File: src/rtl/pifo_sched_pkg.sv
// Shared widths and the push-request record for the PIFO ingress scheduler.
// Lane count and widths are fixed here so every lane FIFO stores the same packed word.
package pifo_sched_pkg;
  localparam int LEVEL = 4;
  localparam int PTW   = 8;
  localparam int TIDW  = 2;

  typedef struct packed {
    logic [TIDW-1:0] tree;
    logic [PTW-1:0]  data;
  } push_req_t;
endpackage

File: src/rtl/pifo_req_fifo.sv
// Synchronous FIFO of push requests; data visible at head with zero read latency.
// Full/empty are registered from next-state pointers; writes when full and reads when empty are ignored.
module pifo_req_fifo
  import pifo_sched_pkg::*;
#(
  parameter int DEPTH = 4
) (
  input  logic                   i_clk,
  input  logic                   i_rst,
  input  logic                   i_wr,
  input  push_req_t              i_wr_dat,
  input  logic                   i_rd,
  output push_req_t              o_rd_dat,
  output logic                   o_full,
  output logic [$clog2(DEPTH):0] o_count
);
  localparam int AW = $clog2(DEPTH);

  push_req_t   r_mem [DEPTH];
  logic [AW:0] r_wptr;
  logic [AW:0] r_rptr;
  logic        r_full;
  logic        r_empty;
  logic        w_wr;
  logic        w_rd;
  logic [AW:0] w_wptr_nxt;
  logic [AW:0] w_rptr_nxt;

  assign w_wr       = i_wr & ~r_full;
  assign w_rd       = i_rd & ~r_empty;
  assign w_wptr_nxt = r_wptr + {{AW{1'b0}}, w_wr};
  assign w_rptr_nxt = r_rptr + {{AW{1'b0}}, w_rd};

  // Extra pointer MSB distinguishes a full ring from an empty one.
  always_ff @(posedge i_clk) begin
    if (i_rst) begin
      r_wptr  <= '0;
      r_rptr  <= '0;
      r_full  <= 1'b0;
      r_empty <= 1'b1;
    end else begin
      r_wptr  <= w_wptr_nxt;
      r_rptr  <= w_rptr_nxt;
      r_empty <= (w_wptr_nxt == w_rptr_nxt);
      r_full  <= (w_wptr_nxt == {~w_rptr_nxt[AW], w_rptr_nxt[AW-1:0]});
    end
  end

  always_ff @(posedge i_clk) begin
    if (w_wr) begin
      r_mem[r_wptr[AW-1:0]] <= i_wr_dat;
    end
  end

  assign o_rd_dat = r_mem[r_rptr[AW-1:0]];
  assign o_full   = r_full;
  assign o_count  = r_wptr - r_rptr;
endmodule

File: src/rtl/pifo_ingress_sched.sv
// Per-lane issue stage in front of the PIFO: pop beats push, occupancy bounded to 0..CAP.
// PIFO-side outputs are registered (1 cycle); pop results return 1+POP_LAT+1 cycles after pop accept.
module pifo_ingress_sched
  import pifo_sched_pkg::*;
#(
  parameter int FIFO_DEPTH = 4,
  parameter int CAP        = 16,
  parameter int POP_LAT    = 2
) (
  input  logic                              i_clk,
  input  logic                              i_rst,
  input  logic [LEVEL-1:0]                  i_push_valid,
  output logic [LEVEL-1:0]                  o_push_ready,
  input  logic [LEVEL*PTW-1:0]              i_push_data,
  input  logic [LEVEL*TIDW-1:0]             i_push_tree,
  input  logic [LEVEL-1:0]                  i_pop_valid,
  output logic [LEVEL-1:0]                  o_pop_ready,
  input  logic [LEVEL*TIDW-1:0]             i_pop_tree,
  output logic [LEVEL-1:0]                  o_push,
  output logic [LEVEL*PTW-1:0]              o_push_data,
  output logic [LEVEL-1:0]                  o_pop,
  output logic [LEVEL*TIDW-1:0]             o_tree_id,
  input  logic [LEVEL*PTW-1:0]              i_pif_pop_data,
  output logic [LEVEL-1:0]                  o_pop_valid,
  output logic [LEVEL*PTW-1:0]              o_pop_data,
  output logic [LEVEL*$clog2(CAP+1)-1:0]    o_occ
);
  localparam int OW = $clog2(CAP+1);
  localparam int CW = $clog2(FIFO_DEPTH) + 1;

  for (genvar j = 0; j < LEVEL; j++) begin : g_lane
    push_req_t          w_wr_dat;
    push_req_t          w_head;
    logic               w_full;
    logic               w_push_rdy;
    logic               w_pop_acc;
    logic               w_deq;
    logic [CW-1:0]      w_cnt;
    logic [OW-1:0]      r_occ;
    logic [POP_LAT-1:0] r_pipe;
    logic               r_push;
    logic               r_pop;
    logic               r_pop_vld;
    logic [TIDW-1:0]    r_tree;
    logic [PTW-1:0]     r_push_data;
    logic [PTW-1:0]     r_pop_data;

    assign w_wr_dat   = {i_push_tree[j*TIDW +: TIDW], i_push_data[j*PTW +: PTW]};
    assign w_push_rdy = ~w_full & ~i_rst;
    assign w_pop_acc  = i_pop_valid[j] & (r_occ != '0) & ~i_rst;
    assign w_deq      = (w_cnt != '0) & (r_occ < OW'(CAP)) & ~w_pop_acc;

    pifo_req_fifo #(.DEPTH(FIFO_DEPTH)) u_fifo (
      .i_clk    (i_clk),
      .i_rst    (i_rst),
      .i_wr     (i_push_valid[j] & w_push_rdy),
      .i_wr_dat (w_wr_dat),
      .i_rd     (w_deq),
      .o_rd_dat (w_head),
      .o_full   (w_full),
      .o_count  (w_cnt)
    );

    always_ff @(posedge i_clk) begin
      if (i_rst) begin
        r_push      <= 1'b0;
        r_pop       <= 1'b0;
        r_tree      <= '0;
        r_push_data <= '0;
        r_occ       <= '0;
        r_pipe      <= '0;
        r_pop_vld   <= 1'b0;
        r_pop_data  <= '0;
      end else begin
        r_push <= w_deq;
        r_pop  <= w_pop_acc;
        if (w_pop_acc) begin
          r_tree <= i_pop_tree[j*TIDW +: TIDW];
        end else if (w_deq) begin
          r_tree <= w_head.tree;
        end
        if (w_deq) begin
          r_push_data <= w_head.data;
          r_occ       <= r_occ + OW'(1);
        end else if (w_pop_acc) begin
          r_occ <= r_occ - OW'(1);
        end
        // Each issued pop travels the pipe; its tap marks PIFO data valid at the input.
        r_pipe    <= (r_pipe << 1) | POP_LAT'(r_pop);
        r_pop_vld <= r_pipe[POP_LAT-1];
        if (r_pipe[POP_LAT-1]) begin
          r_pop_data <= i_pif_pop_data[j*PTW +: PTW];
        end
      end
    end

    assign o_push_ready[j]            = w_push_rdy;
    assign o_pop_ready[j]             = w_pop_acc;
    assign o_push[j]                  = r_push;
    assign o_pop[j]                   = r_pop;
    assign o_push_data[j*PTW +: PTW]  = r_push_data;
    assign o_tree_id[j*TIDW +: TIDW]  = r_tree;
    assign o_pop_valid[j]             = r_pop_vld;
    assign o_pop_data[j*PTW +: PTW]   = r_pop_data;
    assign o_occ[j*OW +: OW]          = r_occ;
  end
endmodule
File: config.mk
export PLATFORM = sky130hd
export DESIGN_NAME = pifo_ingress_sched
export DESIGN_NICKNAME = d
export VERILOG_FILES = /design/src/rtl/pifo_sched_pkg.sv /design/src/rtl/pifo_req_fifo.sv /design/src/rtl/pifo_ingress_sched.sv
export SDC_FILE = /design/constraint.sdc
export NUM_CORES = 1
export LEC_CHECK = 0
export BUFFER_PORTS_ARGS = -buffer_cell sky130_fd_sc_hd__buf_2
export CAP_MARGIN = 20
export CELL_PAD_IN_SITES_DETAIL_PLACEMENT = 0
export CELL_PAD_IN_SITES_GLOBAL_PLACEMENT = 1
export CORE_UTILIZATION = 49
export DETAILED_ROUTE_END_ITERATION = 6
export GPL_TIMING_DRIVEN = 0
export HOLD_SLACK_MARGIN = 0.05
export PLACE_DENSITY_LB_ADDON = 0.1
export SLEW_MARGIN = 15
export SYNTH_ARGS = -nofsm -noshare
export SYNTH_HDL_FRONTEND = slang
export SYNTH_SLANG_ARGS = --single-unit
File: constraint.sdc
create_clock -name i_clk -period 6.33 [get_ports i_clk]
set_input_delay 1.266 -clock i_clk [delete_from_list [all_inputs] [get_ports i_clk]]
set_output_delay 1.266 -clock i_clk [all_outputs]
set_load 0.05 [all_outputs]
[Word-level counts from Yosys, hierarchy flattened]
Memories as Yosys holds them, arrays and structs flattened. A register that Yosys moved wholly into a read port is not among the register bits.
Index checks and enable logic that the tools add are counted.
Cells by class
  add/sub/neg operators: 20
  magnitude comparators: 4
  equality and inequality tests: 8
  multiplexer cells: 28
  bitwise logic cells: 53
  reductions and logical operators: 12
Operator list (count)
  5-bit 2-to-1 mux: 8
  1-bit bitwise AND: 32
  3-bit by 1-bit adder with 3-bit output: 8
  3-bit equality test: 8
  2-bit 2-to-1 mux: 12
  5-bit by 1-bit adder with 5-bit output (second input constant): 4
  5-bit < comparator (second input constant): 4
  5-bit nonzero test: 4
  5-bit by 1-bit subtractor with 5-bit output (second input constant): 4
  1-bit inverter: 17
  3-bit nonzero test: 4
  3-bit subtractor: 4
  1-bit 2-to-1 mux: 8
  2-bit by 1-bit OR with 2-bit output: 4
  2-bit nonzero test: 4
Word-level totals
  bits in registers: 144
  bits in writable memories: 160
  output and inout bits: 112
  word-level logic and storage cells: 177
  memories kept: 4
Memories
  g_lane[0].u_fifo.r_mem: words 4, width 10, rd ports 1, clocked after Yosys merged registers in 1, wr ports 1, line pifo_req_fifo.sv:19  | push_req_t r_mem [DEPTH];
  g_lane[1].u_fifo.r_mem: words 4, width 10, rd ports 1, clocked after Yosys merged registers in 1, wr ports 1, line pifo_req_fifo.sv:19
  g_lane[2].u_fifo.r_mem: words 4, width 10, rd ports 1, clocked after Yosys merged registers in 1, wr ports 1, line pifo_req_fifo.sv:19
  g_lane[3].u_fifo.r_mem: words 4, width 10, rd ports 1, clocked after Yosys merged registers in 1, wr ports 1, line pifo_req_fifo.sv:19

[Longest topological paths before layout]
  depth in word-level cells: 9
  gate-level depth with buffers: 16

[By module]
From an unflattened synthesis, not the netlist that was laid out.
Second synthesis, totals
  cells, all modules: 878
  area total of the unflattened synthesis: 12243.0 µm²
Modules (own cells, without submodules)
  pifo_req_fifo: instances 4, cells an instance 93, area each 1851.8 µm², sequential area each 1361.3 µm²
  pifo_ingress_sched: instances 1, cells an instance 506, area each 4835.9 µm², sequential area each 2242.2 µm²

[Worst setup path after synthesis]
No wires, ideal clock.
  path type: input to register
  from: input i_pop_valid[1]
  to: register g_lane[1].r_occ[4]
  data arrival time: 3.407 ns
  data required time: 6.256 ns
  slack: 2.849 ns
  stages: 11
  buffers on the path: 2
  cells stage by stage: nor2b_1 > o21ai_2 > inv_2 > or4_1 > buf_2 > buf_6 > ha_1 > nor2b_1 > o21a_1 > or4_1 > a31oi_1
On the way
  word-level cells in the longest chain between the ends: 5
  elaborated cells on any way between the ends: 6
  classes of those cells: mux (1); bitwise (4); reduce/logical (1)
RTL lines
  from (decl): line pifo_ingress_sched.sv:16  | input logic [LEVEL-1:0] i_pop_valid,
  1-bit bitwise AND (*) (2 in a row): line pifo_ingress_sched.sv:50  | assign w_pop_acc = i_pop_valid[j] & (r_occ != '0) & ~i_rst;
  named net g_lane[1].w_pop_acc: line pifo_ingress_sched.sv:36  | logic w_pop_acc;
  1-bit inverter: line pifo_ingress_sched.sv:51  | assign w_deq = (w_cnt != '0) & (r_occ < OW'(CAP)) & ~w_pop_acc;
  1-bit bitwise AND: line pifo_ingress_sched.sv:51
  5-bit 2-to-1 mux or 2-bit nonzero test (tied branches)
  to (signal assigned): line pifo_ingress_sched.sv:84  | r_occ <= r_occ + OW'(1);
  to (signal assigned): line pifo_ingress_sched.sv:86  | r_occ <= r_occ - OW'(1);
  to (decl): line pifo_ingress_sched.sv:39  | logic [OW-1:0] r_occ;
The timed path passes the listed nets; every way through them passes the cells marked *.
A chain may end at the register's enable or synchronous reset.

[Worst setup path after layout]
  from: input i_rst
  to: output o_pop_ready[0]
On the way
  word-level cells in the longest chain between the ends: 2
RTL lines
  from (decl): line pifo_ingress_sched.sv:11  | input logic i_rst,
  1-bit inverter: line pifo_ingress_sched.sv:50
  1-bit bitwise AND: line pifo_ingress_sched.sv:50
  to (decl): line pifo_ingress_sched.sv:17  | output logic [LEVEL-1:0] o_pop_ready,
Every way passes these cells.

==> run summary <==
The core region is about 0.024 sq mm. The signal on the critical path passes through buf_2, clkbuf_1, nor2b_1, o21ai_1, inv_1, buf_4, buf_2. The cell at the root of the clock tree is clkbuf_16. Yosys mapped a number of flops with a built-in enable equal to 160. The number of max-slew violations in the final report came out at 0. The worst endpoint data arrival time came out at around 3.1 ns. The total power density per cell area came out at ~380 mW/mm^2. The count of placed standard cells in the final layout, fillers left out came out at 1,493. The number of post-CTS setup repair buffers came out at 0. The violation count after the first detailed-route iteration came out at roughly 320. STA classifies the critical path startpoint as an input port. The total negative setup slack came out at 0 ns. The flow ran to the end, and the final reports show no timing, DRC or antenna violations. The clock net sink count is between 300 and 400.

For this run the aggregate overflow at the end of global routing stands at 0. The detail route stage leaves a number of antenna-violating nets equal to 0. Following the worst setup path forward leads to its endpoint at o_pop_ready[0]. The count of max-cap constraint violations came out at 0.

The number of standard-cell rows in the floorplan is 57. Clock-pin slew was measured on the worst setup and hold paths at 0.06 ns. The DRC violation count after routing came out at 0. The logic gate share of total power came out at 26.8%.

The switching component of the power came out at between 1.5 and 2 mW. The vias per cell is between 5 and 6. Summed over its instances, the top area cell type makes up 39.1% of the synthesized netlist area. The y dimension of the die is 160 microns.

The number of cells in the design after placement came out at approximately 1,400. The clock insertion delay at the later pin of the skew report came out at 0.55 ns. In this design, the stage delay of the slowest critical-path cell is around 0.63 ns. The proportion of synthesized chip area in sequential cells is 62.6%. The number of setup violations in the final report is 0.

In this run, the clock network consumes a little under a third of the power. The x dimension of the die is between 150 and 200 microns. The worst hold path begins at g_lane[3].r_pipe[0]. The reg2reg setup slack is 2.43 ns. The detailed-placement wirelength estimate came out at approximately 19,000 microns. The final routed wire length divided by cell count came out at 17.7 microns. The slowest stage of the critical path belongs to the cell clkbuf_1. Across the VDD grid, the largest voltage drop is 0.311 mV.

Ranked by total cell area, the synthesized netlist is headed by edfxtp_1 (39%), dfxtp_1 (23%), mux4_2 (7.3%), mux2i_1 (5.8%), ha_1 (3.7%). The effective utilization at floorplan came out at between 50% and 60%. The worst register-to-register path ends at g_lane[1].r_occ[4]. The ratio of cells with drive above 1 in the final layout is 29.3%. The final-report hold violation count came out at 0. The commonest cells after synthesis are edfxtp_1 (160), dfxtp_1 (144), nand2_1 (90). The peak fanout along the critical path is 10. The via count of the first global-routing pass was 7,571. The prevailing post-synth register cell is edfxtp_1. Averaged over all synthesized cells, the footprint is about 14 sq um. During synthesis, Yosys emitted a total of 0 warnings. The total die area is 0.0257 sq mm. Setup repair after global routing left no endpoint under its margin. The count of buffers from port buffering came out at between 200 and 250. In this run, synthesis produced a sequential element count of between 300 and 400. The number of top-level design ports is slightly above 200. The reg-to-reg startpoint is g_lane[1].u_fifo.r_rptr[1]. The number of nets handed over by synthesis was about 1,000. The first-pass GRT wire length came out at between 40,000 and 50,000 microns. The count of cells along the worst register-to-register path is 14. The final routed wirelength across all metal layers came out at 26,400 microns. Entering global routing, the biggest net connects 16 pins. The internal portion of the total power is between 3 and 4 mW. The share of power burned in registers came out at about two fifths. The biggest area contributor in the post-synthesis netlist is edfxtp_1.

The first-pass detailed-route iteration total is 4. The net count reported at finish is 1,274. Derived from the worst setup path, the maximum achievable clock frequency is 230 MHz. The via count is between 7,000 and 8,000. The final setup skew came out at 0.0129 ns.

The kind of end point of the critical path is an output port. Counting flops with an async set or reset pin after synthesis yields a share of 0%. Of the total power, the share spent switching nets is between 30% and 40%. The post-cts hold buffer count came out at 0. The count of cells resized by post-cts repair came out at 0. By instance count, the cell type seen most on the critical path is buf_2.

The number of antenna violations at the first check in global routing is 0. Yosys instantiated no cell more often than edfxtp_1. Compared with the post-synthesis result, the final layout area differs by 20.6%. Buffers inserted during clock tree synthesis total 31. The transition time of the tightest slew-check pin came out at 0.835 ns. The unique cell type count in the Yosys netlist came out at 39. The worst-case clock buffer depth came out at 3. The most critical setup path has its startpoint at i_rst. For this design the static power due to leakage is around 6.2 nW. The final worst-path cycle share is about 69%. The synthesized instance count is about 900. The placer's final routability congestion estimate is roughly 0.76. The number of antenna diodes in the final layout is 0. The setup path with the least slack is of type in -> out. The deepest level of the CTS H-tree is 1. For the worst setup path, the data required time is ~5.1 ns. The global router's overall resource usage is between 20% and 30%. The mapped netlist covers 0.0123 sq mm.

The relative slew slack came out at between 40% and 50%. The final period demand of the worst path is around 4.4 ns. In this run the worst hold path is classified as reg -> reg. The CTS tree is done.
-- worst min path at each step --
stage                                     end  slack [ns]  depth (start not counted)
after floorplan           g_lane[0].r_pipe[1]        0.41                          1
after global placement    g_lane[3].r_pipe[1]        0.42                          1
after detailed placement  g_lane[2].r_pipe[1]        0.42                          1
after CTS                 g_lane[2].r_pipe[1]        0.44                          1
after global routing      g_lane[2].r_pipe[1]        0.46                          1
final                     g_lane[3].r_pipe[1]        0.44                          1
-- layout make-up --
class                   count  area, sq um
repair buffers            208         1060
multi-input cells         508         4200
plain buffers              64          333
clock buffers              44          875
flip-flops and latches    304         7690
inverters                  27          101
well taps                 324          405
clock inverters            14          150
fillers                  1998         9650
-- routing by layer --
| layer | share of wire [%] | up-vias | wire, microns | GRT usage (%) |
|---|---|---|---|---|
| met5 | 0 | - | 0 | 0 |
| met4 | 2.0 | 0 | 539 | 4.72 |
| met3 | 4.7 | 33 | 1240 | 3.74 |
| met2 | 48 | 190 | 12700 | 35.6 |
| met1 | 45 | 3558 | 12000 | 27.2 |
| li1 | - | 3744 | - | - |
-- placed cells by master, fill, tap and decap left out, types with 36 or more instances in the layout --
| cell | Yosys | layout |
|---|---|---|
| mux2i_1 | 71 | 71 |
| ha_1 | 36 | 36 |
| edfxtp_1 | 160 | 160 |
| buf_2 | 8 | 209 |
| dfxtp_1 | 144 | 144 |
| nor2_1 | 71 | 71 |
| nor2b_1 | 43 | 43 |
| clkbuf_1 | 31 | 39 |
| nand2_1 | 90 | 90 |
| mux4_2 | 40 | 40 |
-- per-stage QoR --
step	setup WS [ns]	hold slack [ns]	power, mW	area, sq um	utilization (%)
after detailed placement	1.89	0.424	3.93	13800	56.4
after floorplan	2.85	0.414	3.55	12300	-
final	1.97	0.436	5.69	14800	60.5
after global placement	1.86	0.418	3.91	13700	56.0
after global routing	1.79	0.455	5.97	14800	60.5
after CTS	1.90	0.438	5.74	14800	60.5
-- power by group through the flow --
stage,clock [mW],sequential [mW],combinational (mW)
after detailed placement,0,2.40,1.53
final,1.81,2.35,1.53
after floorplan,0,2.75,0.804
after global placement,0,2.39,1.52
after CTS,1.84,2.36,1.54
after global routing,1.93,2.37,1.66
-- worst max-delay path, delay by kind of cell --
family | cells | cell delay (ns)
simple gates | 1 | 0.10
compound gates | 1 | 0.42
buf+inv | 5 | 1.31
-- logic make-up after synthesis --
kind of cell             after synthesis  share of synthesized area, %
AND/OR/NAND/NOR                      251                          9.44
XOR/XNOR                              36                          2.57
flip-flops                           304                          62.6
buffers and inverters                 91                          3.53
adder cells (fa/ha/maj)               40                          4.32
AO/OA/AOI/OAI                         65                          3.97
multiplexers                         116                          13.6
-- state kept, by name, indices dropped and copies added (netlist names) --
signal                 cells
g_lane.r_pop_data         32
g_lane.r_pop               4
g_lane.r_occ              20
g_lane.r_tree              8
g_lane.u_fifo.r_mem      160
g_lane.r_pop_vld           4
g_lane.u_fifo.r_empty      4
g_lane.u_fifo.r_wptr      12
g_lane.r_push              4
g_lane.r_push_data        32
g_lane.u_fifo.r_rptr      12
g_lane.u_fifo.o_full       4
g_lane.r_pipe              8
(Power assumes the default switching activity.)
